==> config.mk <==
export PLATFORM = sky130hd
export DESIGN_NAME = rrf_alloc_ctrl
export DESIGN_NICKNAME = d
export VERILOG_FILES = /design/src/rtl/rrf_alloc_ctrl.sv
export SDC_FILE = /design/constraint.sdc
export NUM_CORES = 1
export LEC_CHECK = 0
export CORE_MARGIN = 3
export CORE_UTILIZATION = 42
export DETAILED_ROUTE_END_ITERATION = 7
export PLACE_DENSITY = 0.86
export SYNTH_ARGS = -nofsm -noshare
export SYNTH_HDL_FRONTEND = slang
export SYNTH_SLANG_ARGS = --single-unit
==> constraint.sdc <==
create_clock -name clk -period 7.2 [get_ports clk]
set_input_delay 1.8 -clock clk [delete_from_list [all_inputs] [get_ports clk]]
set_output_delay 1.8 -clock clk [all_outputs]
set_load 0.005 [all_outputs]
==> src/rtl/rrf_alloc_ctrl.sv <==
// ============================================================================
// Module      : rrf_alloc_ctrl
// Description : In-order rename-tag allocator for a dual-issue decode stage.
//               Slot A (older) has priority over slot B (younger), and tags
//               are retired in order. The optional RRF_ALLOC_STATS_EN macro
//               enables the allocation-stall cycle counter.
// Revision    : 1.0 - initial release
// ============================================================================
`default_nettype none

module rrf_alloc_ctrl #(
  parameter int RRF_DEPTH  = 16,
  parameter int TAG_W      = 4,
  parameter int ARF_ADDR_W = 5
) (
  input  logic                  clk,
  input  logic                  rst,
  input  logic                  map_en_A,
  input  logic                  map_en_B,
  input  logic [ARF_ADDR_W-1:0] wraddrA_map,
  input  logic [ARF_ADDR_W-1:0] wraddrB_map,
  input  logic                  updateEnA,
  input  logic                  updateEnB,
  input  logic                  flush,
  output logic [TAG_W-1:0]      tagA,
  output logic [TAG_W-1:0]      tagB,
  output logic                  grantA,
  output logic                  grantB,
  output logic                  wrA_rrError,
  output logic                  wrB_rrError,
  output logic [TAG_W:0]        free_cnt,
  output logic [31:0]           stall_cnt
);

  localparam logic [TAG_W:0] c_depth = (TAG_W+1)'(RRF_DEPTH);
  localparam logic [TAG_W:0] c_one   = (TAG_W+1)'(1);
  localparam logic [TAG_W:0] c_two   = (TAG_W+1)'(2);

  logic [TAG_W-1:0] r_head;
  logic [TAG_W-1:0] r_tail;
  logic [TAG_W:0]   r_count;

  logic             w_req_a;
  logic             w_req_b;
  logic             w_grant_a;
  logic             w_grant_b;
  logic [TAG_W:0]   w_free;
  logic [TAG_W:0]   w_need_b;
  logic [TAG_W:0]   w_nalloc;
  logic [TAG_W:0]   w_ret_req;
  logic [TAG_W:0]   w_nret;

  assign w_req_a = map_en_A & (wraddrA_map != '0);
  assign w_req_b = map_en_B & (wraddrB_map != '0);

  // Grants see only the registered occupancy; same-cycle retires do not bypass.
  assign w_free    = c_depth - r_count;
  assign w_need_b  = w_req_a ? c_two : c_one;
  assign w_grant_a = w_req_a & ~flush & (w_free >= c_one);
  assign w_grant_b = w_req_b & ~flush & ~(w_req_a & ~w_grant_a) & (w_free >= w_need_b);

  assign w_nalloc  = (TAG_W+1)'(w_grant_a) + (TAG_W+1)'(w_grant_b);
  // A lone updateEnB is treated as one retire; retires never exceed live tags.
  assign w_ret_req = (TAG_W+1)'(updateEnA | updateEnB) + (TAG_W+1)'(updateEnA & updateEnB);
  assign w_nret    = (w_ret_req > r_count) ? r_count : w_ret_req;

  always_ff @(posedge clk) begin
    if (rst || flush) begin
      r_head  <= '0;
      r_tail  <= '0;
      r_count <= '0;
    end else begin
      r_head  <= r_head + w_nret[TAG_W-1:0];
      r_tail  <= r_tail + w_nalloc[TAG_W-1:0];
      r_count <= r_count + w_nalloc - w_nret;
    end
  end

  assign tagA        = r_tail;
  assign tagB        = w_req_a ? (r_tail + TAG_W'(1)) : r_tail;
  assign grantA      = w_grant_a;
  assign grantB      = w_grant_b;
  assign wrA_rrError = w_req_a & ~w_grant_a;
  assign wrB_rrError = w_req_b & ~w_grant_b;
  assign free_cnt    = w_free;

`ifdef RRF_ALLOC_STATS_EN
  logic [31:0] r_stall_cnt;

  always_ff @(posedge clk) begin
    if (rst) begin
      r_stall_cnt <= '0;
    end else if ((wrA_rrError | wrB_rrError) && !flush && (r_stall_cnt != 32'hFFFF_FFFF)) begin
      r_stall_cnt <= r_stall_cnt + 32'd1;
    end
  end

  assign stall_cnt = r_stall_cnt;
`else
  assign stall_cnt = 32'd0;
`endif

endmodule

`default_nettype wire

==> run summary, run 1 <==
The first-pass GRT wire length is 3580 um. The number of H-tree levels is 1. Of all cell types, the one taking the most synthesized area is sky130_fd_sc_hd__buf_4. The category of the worst setup path capture point is an output pin. CTS saw 9 sinks. The wire length per cell after detailed routing is 11.0 um. The die extent in x is 59.6 um.

The flow ran to the end, and the final reports show no timing, DRC or antenna violations. The combinational power share came out at 0.733. The number of warnings reported in the yosys synthesis log came out at 0. The total of endpoints with negative setup slack in the final report came out at 0. Entering global routing, the biggest net connects 10 pins. The number of diodes added for antenna fixing came out at 0. The synthesis-stage register bit count came out at 9. The post-cts sizing count came out at 0. Compared with the post-synthesis result, the final layout area differs by 20.7%. The overall routed net length came out at 2270 um.

The final period utilization is 0.859. The clock latency on the worst-skew pair came out at 0.27 ns. The number of standard-cell rows in the floorplan is 18. At the worst endpoint, the required time is 5.40 ns.

The initial antenna violation count was 0. The post-route setup TNS came out at 0 ns. The power per cell area is 329 mW/mm2. The number of buffers on the longest clock path is 2.

Global routing finished with a remaining overflow of 0. The maximum frequency from static timing analysis is 162 MHz. The cell sitting at the root of the clock tree is a sky130_fd_sc_hd__clkbuf_4.

Cell internal power was estimated by the tool at 0.278 mW. The via count of the first global-routing pass was 869. For this run, the post-layout net count is 214. Counting flops with an async set or reset pin after synthesis yields a share of 0. The count of vias placed by the detailed router came out at 946. After the first detailed-routing iteration, the DRC count stood at 21. The worst hold slack across all endpoints is 0.567 ns. After clock tree synthesis, the clock-pin slew on the worst setup and hold paths is 0.06 ns.

The relative contribution of the clock network to total power came out at 0.082. Along the worst path, the maximum fanout reaches 9. The most frequent cell after synthesis is sky130_fd_sc_hd__buf_4.

After layout, the minimum clock period comes to 6.19 ns. TritonCTS built the clock tree. The tightest min-delay check is of the register to register type. The DRC violation count after routing is 0.

The vertical extent of the die came out at 59.6 um. Across the VDD grid, the largest voltage drop is 217 uV. STA puts the critical path data arrival time at 4.39 ns. The number of buffers created by CTS came out at 3. The number of ports placed on the die boundary is 66. The number of port buffers is 33. For this run, the total global-route usage over all layers was measured as 0.129. The synthesized area per cell came out at 8.34 um2. Measured on the finished design, the core utilization comes to 0.558. Using the TritonRoute via totals, the vias-per-cell ratio works out to 4.57. The total of max-cap violations is 0.

Buffers added to address setup during post-CTS repair amount to 0. The remaining number of nets flagged by the antenna check after routing came out at 0. The launching element type of the critical path is an input pin. The net switching power came out at 0.202 mW. By area the synthesized netlist is led by sky130_fd_sc_hd__buf_4 20%, sky130_fd_sc_hd__ha_1 17%, sky130_fd_sc_hd__dfxtp_1 15%. The area of the mapped netlist came out at 0.00121 mm2. The worst clock skew on the final layout came out at 0.00704 ns. The total count of hold-check failures in the final report came to 0. The hold-fix buffer count after cts came out at 0. Counting instances in the post-synthesis netlist gives the leading cell types as 33 x sky130_fd_sc_hd__buf_4, 16 x sky130_fd_sc_hd__ha_1, 13 x sky130_fd_sc_hd__inv_1, 10 x sky130_fd_sc_hd__nor2_1, 9 x sky130_fd_sc_hd__dfxtp_1. After legalization and detailed placement, the total HPWL measured 1980 um. The area enclosed by the die boundary came out at 0.00356 mm2.

The switching share of total power is 0.421. The fraction of layout cells with a size suffix above 1 came out at 0.0508. In the synthesized netlist the dominant register cell turns out to be sky130_fd_sc_hd__dfxtp_1. The leakage component of the power is 0.678 nW.

Of the post-synthesis cell area, the dominant cell type holds 0.205. The detailed-router iteration count before antenna repair came out at 4. The synthesized instance count came out at 145. Setup repair after global routing left no endpoint under its margin. The area of the core came out at 0.00261 mm2. The critical path is of the input pin to output pin type. The number of enable-type register cells in the synthesized netlist came out at 0. The number of different library cells in the post-synthesis netlist is 37. The congestion estimate from routability-driven global placement came to 0.788.

The number of filler cells placed in the layout came out at 245. The initial core utilization is 0.463. For this run, the register share of the synthesized area comes to 0.149.

The share of total power dissipated in sequential elements is 0.185. The final number of max-transition violations came out at 0.
-- critical path, cell delays in order --
cell                              delay (ns)
sky130_fd_sc_hd__clkdlybuf4s50_1        0.40
sky130_fd_sc_hd__or4_4                  0.54
sky130_fd_sc_hd__o21ai_4                0.26
sky130_fd_sc_hd__ha_1                   0.28
sky130_fd_sc_hd__nand2b_1               0.14
sky130_fd_sc_hd__a21o_1                 0.18
sky130_fd_sc_hd__o311a_1                0.13
sky130_fd_sc_hd__o21ba_2                0.21
sky130_fd_sc_hd__clkdlybuf4s50_1        0.45
-- metrics by stage --
step	total power [mW]	worst slack (ns)	cells	instance area, um2
5_1_grt	0.543	0.841	207	1460
3_5_place_dp	0.442	1.00	203	1430
6_report	0.480	1.01	207	1460
2_1_floorplan	0.333	1.93	176	1330
3_3_place_gp	0.433	1.05	203	1430
4_1_cts	0.485	0.997	207	1460
-- metal layers --
layer | GRT usage | vias up | routed length [um]
li1 | - | 485 | -
met1 | 0.165 | 419 | 926
met2 | 0.213 | 42 | 1130
met3 | 0.0370 | 0 | 217
met4 | 0.0285 | 0 | 0
met5 | 0 | - | 0
-- cell families (layout without fill, tap and decap cells) --
kind of cell             after synthesis  count (layout)  share of synthesized area
AO/OA/AOI/OAI                         23              23                      0.141
XOR/XNOR                               9               9                     0.0652
adder cells (fa/ha/maj)               19              19                      0.215
buffers and inverters                 49              50                      0.256
flip-flops                             9               9                      0.149
multiplexers                           2               2                     0.0176
other                                  1              32                    0.00310
AND/OR/NAND/NOR                       33              33                      0.153
-- path summary, 6_finish.rpt --
kind | start | to | slack [ns] | cells past startpoint
max | wraddrA_map[2] | grantB | 1.01 | 9
min | tagA[3] | tagA[3] | 0.57 | 2
max reg2reg | r_count[0] | r_count[4] | 3.39 | 13
min reg2reg | tagA[3] | tagA[3] | 0.57 | 2
-- cell type report --
cell class	instances	area (um2)	area share
Timing Repair Buffer	33	330	0.226
Multi-Input combinational cell	118	836	0.573
Clock buffer	4	26.3	0.0180
Tap cell	30	37.5	0.0257
Sequential cell	9	180	0.123
Inverter	13	48.8	0.0334
-- state kept, by name, summed over array words and instances (netlist names) --
name,flops
tagA,4
r_count,5
-- cells in the final DEF, fill, tap and decap left out, drive strengths merged --
master / synthesis / final
a31oi: 1 / 1
o21ba: 1 / 1
a21oi: 4 / 4
clkdlybuf4s50: 0 / 33
mux2i: 1 / 1
conb: 1 / 32
fa: 3 / 3
ha: 16 / 16
nor2: 10 / 10
dfxtp: 9 / 9
nor3b: 2 / 2
nand2: 2 / 2
nor2b: 6 / 6
nor3: 5 / 5
mux2: 1 / 1
and2: 3 / 3
o311a: 1 / 1
a21boi: 1 / 1
a2111oi: 1 / 1
nand2b: 1 / 1
a21o: 2 / 2
clkbuf: 2 / 4
o2111ai: 1 / 1
or4: 2 / 2
o21a: 3 / 3
nand3: 1 / 1
inv: 13 / 13
xnor2: 6 / 6
o211a: 1 / 1
o21ai: 6 / 6
or2: 1 / 1
xor2: 3 / 3
a311o: 1 / 1
-- power groups by stage --
| stage | clock network, mW | registers (mW) | logic [mW] |
|---|---|---|---|
| floorplan | 0 | 0.0785 | 0.254 |
| global placement | 0 | 0.0886 | 0.344 |
| detailed placement | 0 | 0.0890 | 0.353 |
| CTS | 0.0418 | 0.0880 | 0.356 |
| global route | 0.0446 | 0.0910 | 0.407 |
| finish | 0.0394 | 0.0886 | 0.352 |
(Power assumes the default switching activity.)
==> run 2: changes to the inputs <==
--- a/config.mk
+++ b/config.mk
@@ -5,9 +5,11 @@
 export SDC_FILE = /design/constraint.sdc
 export NUM_CORES = 1
 export LEC_CHECK = 0
+export CORE_ASPECT_RATIO = 0.7
 export CORE_MARGIN = 3
 export CORE_UTILIZATION = 42
 export DETAILED_ROUTE_END_ITERATION = 7
+export HOLD_SLACK_MARGIN = 0.08
 export PLACE_DENSITY = 0.86
 export SYNTH_ARGS = -nofsm -noshare
 export SYNTH_HDL_FRONTEND = slang
==> run 2 against run 1 <==
  * Critical endpoint is now wrB_rrError
  * Clock-buffer cell count unchanged
  * Critical path depth did not move
  * Critical path type unchanged
  * Design area rose by 1.6%
  * Sequential share of layout area is 0.20 points lower
==> run summary, run 2 (synthesis gave the netlist of run 1 again) <==
The number of sinks handled by clock tree synthesis came out at 9 (unchanged). The worst supply voltage drop on vdd came out at 144 uV (-34%). The largest delay contributor family on the critical path is buffers and inverters. The register bank with the most flops is r_count. The vertical extent of the die is 50.9 um (-15%). The wire length per cell after detailed routing is 11.8 um (+7.0%). The placed cell area came out at 0.00144 mm2 (+0.35%). The type of the tightest min-delay check is register to register. The number of ports placed on the die boundary is 66 (unchanged).

The most critical setup path has its startpoint at wraddrA_map[2]. The number of port buffers came out at 33 (unchanged). The final number of max-transition violations was 0 (unchanged).

The number of H-tree levels is 1 (unchanged). The worst setup path is captured at an output pin. The largest net degree at the start of global routing was 10 (unchanged). The met2 routing resource usage after global routing came out at 0.205 (-0.00763).

The number of DRC violations after detailed-routing iteration 0 was 27 (+29%). The clock latency on the worst-skew pair came out at 0.23 ns (-0.04 ns). In this run the most critical hold path is launched from tagA[3]. The per-cell via count in the routed design was 4.36 (-4.6%). The area enclosed by the die boundary came out at 0.00357 mm2 (+0.28%). The area of the core was 0.00259 mm2 (-0.86%).

STA classifies the critical path startpoint as an input pin. The post-cts sizing count is 0 (unchanged). The critical path's most frequent cell is sky130_fd_sc_hd__clkdlybuf4s50_1.

The number of flip-flops in the largest register is 5 (unchanged). The depth of the worst hold-timing path was 2 (unchanged). The worst clock skew on the final layout came out at 0.00199 ns (-0.00504 ns). The initial core utilization is 0.467 (+0.00402). The worst hold slack across all endpoints came to 0.576 ns (+0.00931 ns). The total setup buffers inserted after CTS is 0 (unchanged).

The worst register-to-register path begins at r_count[0]. Walking the worst path, the cells encountered are clkdlybuf4s50_1 -> or4_4 -> o21ai_4 -> ha_1 -> nand2b_1 -> a21o_1 -> o311a_1 -> nor3_1 -> clkdlybuf4s50_1. The number of diodes added for antenna fixing came out at 0 (unchanged). The time the worst path needs with I/O delays and setup came out at 6.24 ns (+0.0482 ns).

The end of the worst register-to-register path is r_count[4]. The count of vias placed by the detailed router came out at 920 (-2.7%). The final critical-path setup slack came out at 0.964 ns (-0.0482 ns).

The internal power summed over all cells was 0.296 mW (+6.7%). The worst slack after detailed placement is 0.966 ns (-0.0370 ns). The library cell used most frequently in the layout, excluding fill and tap cells, is sky130_fd_sc_hd__clkdlybuf4s50_1. The post-layout instance count excluding filler cells came out at 211 (+1.9%). The buffer and inverter count on the worst path was 2 (unchanged).

The total half-perimeter wirelength after legalization and detailed placement is 2140 um (+8.1%). The die extent in x is 70.1 um (+18%). The total overflow reported by the global router came to 0 (unchanged). The detailed-router iteration count before antenna repair is 3 (-1). Setup repair after global routing left no endpoint under its margin.

The number of buffers on the longest clock path was 2 (unchanged). The first-pass GRT wire length is 3830 um (+6.9%). The number of buffers created by CTS came out at 3 (unchanged). The clock transition time at the flip-flop clock pins of the worst setup and hold paths is 0.05 ns (about the same). The overall routed net length is 2480 um (+9.1%).

The largest fanout on the critical path is 9 (unchanged). The initial antenna violation count is 0 (unchanged). The number of standard-cell rows in the floorplan came to 15 (-3).

The via count of the first global-routing pass came to 829 (-4.6%). The total of endpoints with negative setup slack in the final report is 0 (unchanged). The sequential share of power is 0.177 (-0.008). The net switching power is 0.209 mW (+3.5%). The number of filler cells placed in the layout is 251 (+2.4%). The path with the worst hold slack has its endpoint at tagA[3].

The relative contribution of the clock network to total power is 0.115 (+0.033). The path depth of the worst reg2reg path came to 13 (unchanged). The met1 capacity usage during global routing was 0.190 (+0.0250). The remaining number of nets flagged by the antenna check after routing came out at 0 (unchanged). The flow ran to the end, and the final reports show no timing, DRC or antenna violations. The type of the setup path with the least slack is input pin to output pin. The weighted congestion at the end of routability-driven global placement is 0.859 (+9.0%). The aggregate global-route resource usage came out at 0.140 (+0.0107).

The post-route setup TNS came out at 0 ns (unchanged). The combinational power share came out at 0.708 (-0.025). The cell area after layout is 0.00148 mm2 (+1.6%). The minimum setup slack among reg-to-reg paths was 3.35 ns (-0.04 ns). The critical path data arrival time came out at 4.44 ns (+0.05 ns). The maximum frequency from static timing analysis came out at 160 MHz (-0.77%). The number of cells after detailed placement is 207 (+2.0%). The total count of hold-check failures in the final report is 0 (unchanged).

The DRC violation count after routing is 0 (unchanged). The master cell of the clock root buffer is sky130_fd_sc_hd__clkbuf_8. The power per cell area came out at 341 mW/mm2 (+3.7%). The hold-fix buffer count after cts is 0 (unchanged).

The final period utilization came out at 0.866 (+0.00670). Leaving out fill and tap cells, the most frequent cells in the layout are 33 x sky130_fd_sc_hd__clkdlybuf4s50_1, 32 x sky130_fd_sc_hd__conb_1, 16 x sky130_fd_sc_hd__ha_1, 13 x sky130_fd_sc_hd__inv_1, 10 x sky130_fd_sc_hd__nor2_1. The total of max-cap violations was 0 (unchanged). The slowest stage of the critical path is the sky130_fd_sc_hd__or4_4 cell.

The largest stage delay on the critical path is 0.55 ns (about the same). The switching share of total power is 0.414 (-0.00745). The met3 track utilization from global routing is 0.0648 (+0.0278).

The leakage component of the power came out at 0.686 nW (+1.1%). After global routing, the most crowded layer is met2. TritonCTS built the clock tree. The required time reported for the critical path endpoint is 5.40 ns (about the same). The net total in the final layout came out at 214 (unchanged). The area growth from synthesis to layout is 22.7%. The fraction of layout cells with a size suffix above 1 came out at 0.0508 (unchanged).
[run 2: cell counts in the layout (fill, tap and decap cells not counted)]
Identical to the previous run, type by type.
[run 2: power groups by stage]
stage / clock network, mW / registers [mW] / logic [mW]
floorplan: 0 / 0.0785 / 0.254
global placement: 0 / 0.0900 / 0.346
detailed placement: 0 / 0.0908 / 0.359
CTS: 0.0595 / 0.0901 / 0.362
global route: 0.0648 / 0.0925 / 0.405
finish: 0.0579 / 0.0896 / 0.358
[run 2: cell type report]
| type | count | area, um2 | area share |
|---|---|---|---|
| multi-input cells | 118 | 836 | 0.564 |
| repair buffers | 33 | 330 | 0.223 |
| flip-flops and latches | 9 | 180 | 0.122 |
| inverters | 13 | 48.8 | 0.0329 |
| clock buffers | 4 | 45.0 | 0.0304 |
| well taps | 34 | 42.5 | 0.0287 |
[run 2: worst max path at each step]
stage                  endpoint  slack [ns]  depth (start not counted)
finish              wrB_rrError        0.96                          9
global route        wrB_rrError        0.88                          9
CTS                 wrB_rrError        0.95                          9
detailed placement  wrB_rrError        0.97                          9
global placement    wrB_rrError        1.05                          9
floorplan            r_count[4]        1.93                         15
[run 2: layer usage]
layer / vias to the layer above / wire [um]
met3: 0 / 206
met5: - / 0
met4: 0 / 0
met1: 402 / 1230
li1: 481 / -
met2: 37 / 1050
[run 2: per-stage QoR]
stage	utilization	power [mW]
6_report	0.572	0.506
5_1_grt	0.572	0.562
4_1_cts	0.572	0.511
3_5_place_dp	0.555	0.450
3_3_place_gp	0.555	0.436
2_1_floorplan	-	0.333
[run 2: worst min-delay path, delay by kind of cell (launching register included)]
family / cells / cell delay, ns
DFF: 1 / 0.37
and+or+nand+nor: 1 / 0.08
xor gates and xnor gates: 1 / 0.09
==> run 3: changes to the inputs <==
--- a/config.mk
+++ b/config.mk
@@ -10,7 +10,8 @@
 export CORE_UTILIZATION = 42
 export DETAILED_ROUTE_END_ITERATION = 7
 export HOLD_SLACK_MARGIN = 0.08
-export PLACE_DENSITY = 0.86
+export MAX_ROUTING_LAYER = met4
+export PLACE_DENSITY = 0.83
 export SYNTH_ARGS = -nofsm -noshare
 export SYNTH_HDL_FRONTEND = slang
 export SYNTH_SLANG_ARGS = --single-unit
==> run 3 against run 2 <==
  * Sequential share of layout area is the same
  * Sequential cell count unchanged
  * Cell count unchanged
  * Register-to-register slack got worse by 0.03 ns
  * Via count grew 3.3%
  * Die area unchanged
  * Clock-buffer cell count did not move
  * Non-clock buffer count is the same
  * Hold slack lost 0.0022 ns
  * Critical endpoint unchanged
  * Largest cell class unchanged
==> run summary, run 3 (synthesis gave the netlist of run 1 again) <==
The clock transition time at the flip-flop clock pins of the worst setup and hold paths is 0.04 ns (about the same). The per-cell via count in the routed design is 4.50 (+3.3%). The detailed-router iteration count before antenna repair came to 6 (+3). The first-pass GRT wire length is 4200 um (+9.7%). The weighted congestion at the end of routability-driven global placement is 0.830 (-3.4%). The total of max-cap violations came out at 0 (unchanged). The total setup buffers inserted after CTS came out at 0 (unchanged).

The number of diodes added for antenna fixing is 0 (unchanged). The post-route setup TNS was 0 ns (unchanged). The initial antenna violation count came to 0 (unchanged).

The number of ports placed on the die boundary is 66 (unchanged). The minimum setup slack among reg-to-reg paths is 3.32 ns (-0.03 ns). The depth of the worst hold-timing path came out at 2 (unchanged). The via count of the first global-routing pass is 969 (+17%).

STA classifies the critical path endpoint as an output pin. The number of sinks handled by clock tree synthesis is 9 (unchanged). The net switching power is 0.213 mW (+1.6%). The maximum frequency from static timing analysis is 161 MHz (+0.39%). The sequential share of power came out at 0.177 (about the same).

The power per cell area came out at 344 mW/mm2 (+0.76%). The post-cts sizing count came out at 0 (unchanged). The DRC violation count after routing is 0 (unchanged). The total of endpoints with negative setup slack in the final report came out at 0 (unchanged). The area growth from synthesis to layout is 22.7% (unchanged). The worst clock skew on the final layout came to 0.00218 ns (+0.000185 ns). The critical path data arrival time came out at 4.41 ns (-0.03 ns). The total count of hold-check failures in the final report is 0 (unchanged).

The initial core utilization was 0.467 (unchanged). The number of buffers created by CTS came out at 3 (unchanged). The number of standard-cell rows in the floorplan is 15 (unchanged). Leaving out fill and tap cells, the most frequent cell in the layout is sky130_fd_sc_hd__clkdlybuf4s50_1.

The leakage component of the power is 0.686 nW (unchanged). The aggregate global-route resource usage came out at 0.150 (+0.0103). The number of flip-flops in the largest register is 5 (unchanged). The hold-fix buffer count after cts is 0 (unchanged). The relative contribution of the clock network to total power came out at 0.111 (-0.004).

The count of vias placed by the detailed router is 950 (+3.3%). The remaining number of nets flagged by the antenna check after routing is 0 (unchanged). The die extent in x is 70.1 um (unchanged). The root buffer cell chosen for the clock tree is sky130_fd_sc_hd__clkbuf_8.

The run finished with clean final reports. The worst supply voltage drop on vdd came out at 113 uV (-22%). The switching share of total power is 0.417 (+0.00353). The final number of max-transition violations is 0 (unchanged). The worst setup path is launched from an input pin. TritonCTS built the clock tree. The path depth of the worst reg2reg path is 13 (unchanged). The final period utilization is 0.863 (-0.00339).

Setup repair after global routing left no endpoint under its margin. The final standard cell utilization of the core is 0.572 (unchanged). The worst setup path is of the input pin to output pin kind.

The largest net degree at the start of global routing is 10 (unchanged). The area enclosed by the die boundary came out at 0.00357 mm2 (unchanged). The clock latency on the worst-skew pair is 0.23 ns (about the same). The number of DRC violations after detailed-routing iteration 0 is 31 (+15%). The number of port buffers is 33 (unchanged). The time the worst path needs with I/O delays and setup was 6.21 ns (-0.0244 ns).

The vertical extent of the die came out at 50.9 um (unchanged). The overall routed net length is 2480 um (about the same). The total overflow reported by the global router is 0 (unchanged). The required time reported for the critical path endpoint is 5.40 ns (about the same). The area of the core came out at 0.00259 mm2 (unchanged).

The type of the tightest min-delay check is register to register. The internal power summed over all cells is 0.297 mW (+0.16%). The number of H-tree levels is 1 (unchanged). The register with the most flip-flops in the final layout is r_count. The total half-perimeter wirelength after legalization and detailed placement was 2150 um (+0.49%). The largest fanout on the critical path came out at 9 (unchanged). The number of buffers on the longest clock path came out at 2 (unchanged).

The fraction of layout cells with a size suffix above 1 is 0.0508 (unchanged). The number of filler cells placed in the layout is 254 (+1.2%). The library cells used most frequently in the layout, excluding fill and tap cells, are 33 x sky130_fd_sc_hd__clkdlybuf4s50_1, 32 x sky130_fd_sc_hd__conb_1, 16 x sky130_fd_sc_hd__ha_1, 13 x sky130_fd_sc_hd__inv_1, 10 x sky130_fd_sc_hd__nor2_1. The net total in the final layout came out at 214 (unchanged).

The combinational power share is 0.712 (+0.004). The wire length per cell after detailed routing came out at 11.7 um (about the same).
-- run 3: metal layers --
layer,GRT usage,share of wire,wire [um]
met1,0.174,0.45,1120
met4,0.00955,0,0
met2,0.271,0.48,1200
met3,0.0452,0.067,166
met5,-,0,0
-- run 3: cell type report --
class / instances / area, um2 / share of cell area
multi-input cells: 118 / 836 / 0.564
repair buffers: 33 / 330 / 0.223
flip-flops and latches: 9 / 180 / 0.122
inverters: 13 / 48.8 / 0.0329
clock buffers: 4 / 45.0 / 0.0304
well taps: 34 / 42.5 / 0.0287
-- run 3: power groups by stage --
| stage | Sequential (mW) | Combinational [mW] | Clock (mW) |
|---|---|---|---|
| after floorplan | 0.0785 | 0.254 | 0 |
| after detailed placement | 0.0903 | 0.361 | 0 |
| after CTS | 0.0896 | 0.367 | 0.0590 |
| after global routing | 0.0926 | 0.409 | 0.0628 |
| final | 0.0900 | 0.363 | 0.0566 |
| after global placement | 0.0887 | 0.345 | 0 |
-- run 3: metrics by stage --
| step | hold WS (ns) | power (mW) | cell area [um2] | std cells | worst slack, ns |
|---|---|---|---|---|---|
| finish | 0.574 | 0.510 | 1480 | 211 | 0.988 |
| CTS | 0.580 | 0.515 | 1480 | 211 | 0.959 |
| global placement | 0.560 | 0.433 | 1440 | 207 | 1.05 |
| floorplan | 0.546 | 0.333 | 1330 | 176 | 1.93 |
| detailed placement | 0.562 | 0.452 | 1440 | 207 | 0.959 |
| global route | 0.624 | 0.565 | 1480 | 211 | 0.846 |
-- run 3: worst paths after layout --
check | endpoint | startpoint
worst min register to register | tagA[3] | tagA[3]
worst max-delay path | wrB_rrError | wraddrA_map[2]
worst max register to register | r_count[4] | r_count[0]
worst min-delay path | tagA[3] | tagA[3]
-- run 3: critical path, stage by stage --
cell and delay [ns]:
sky130_fd_sc_hd__clkdlybuf4s50_1 0.40, sky130_fd_sc_hd__or4_4 0.54, sky130_fd_sc_hd__o21ai_4 0.26, sky130_fd_sc_hd__ha_1 0.29
sky130_fd_sc_hd__nand2b_1 0.15, sky130_fd_sc_hd__a21o_1 0.17, sky130_fd_sc_hd__o311a_1 0.13, sky130_fd_sc_hd__nor3_1 0.14
sky130_fd_sc_hd__clkdlybuf4s50_1 0.53
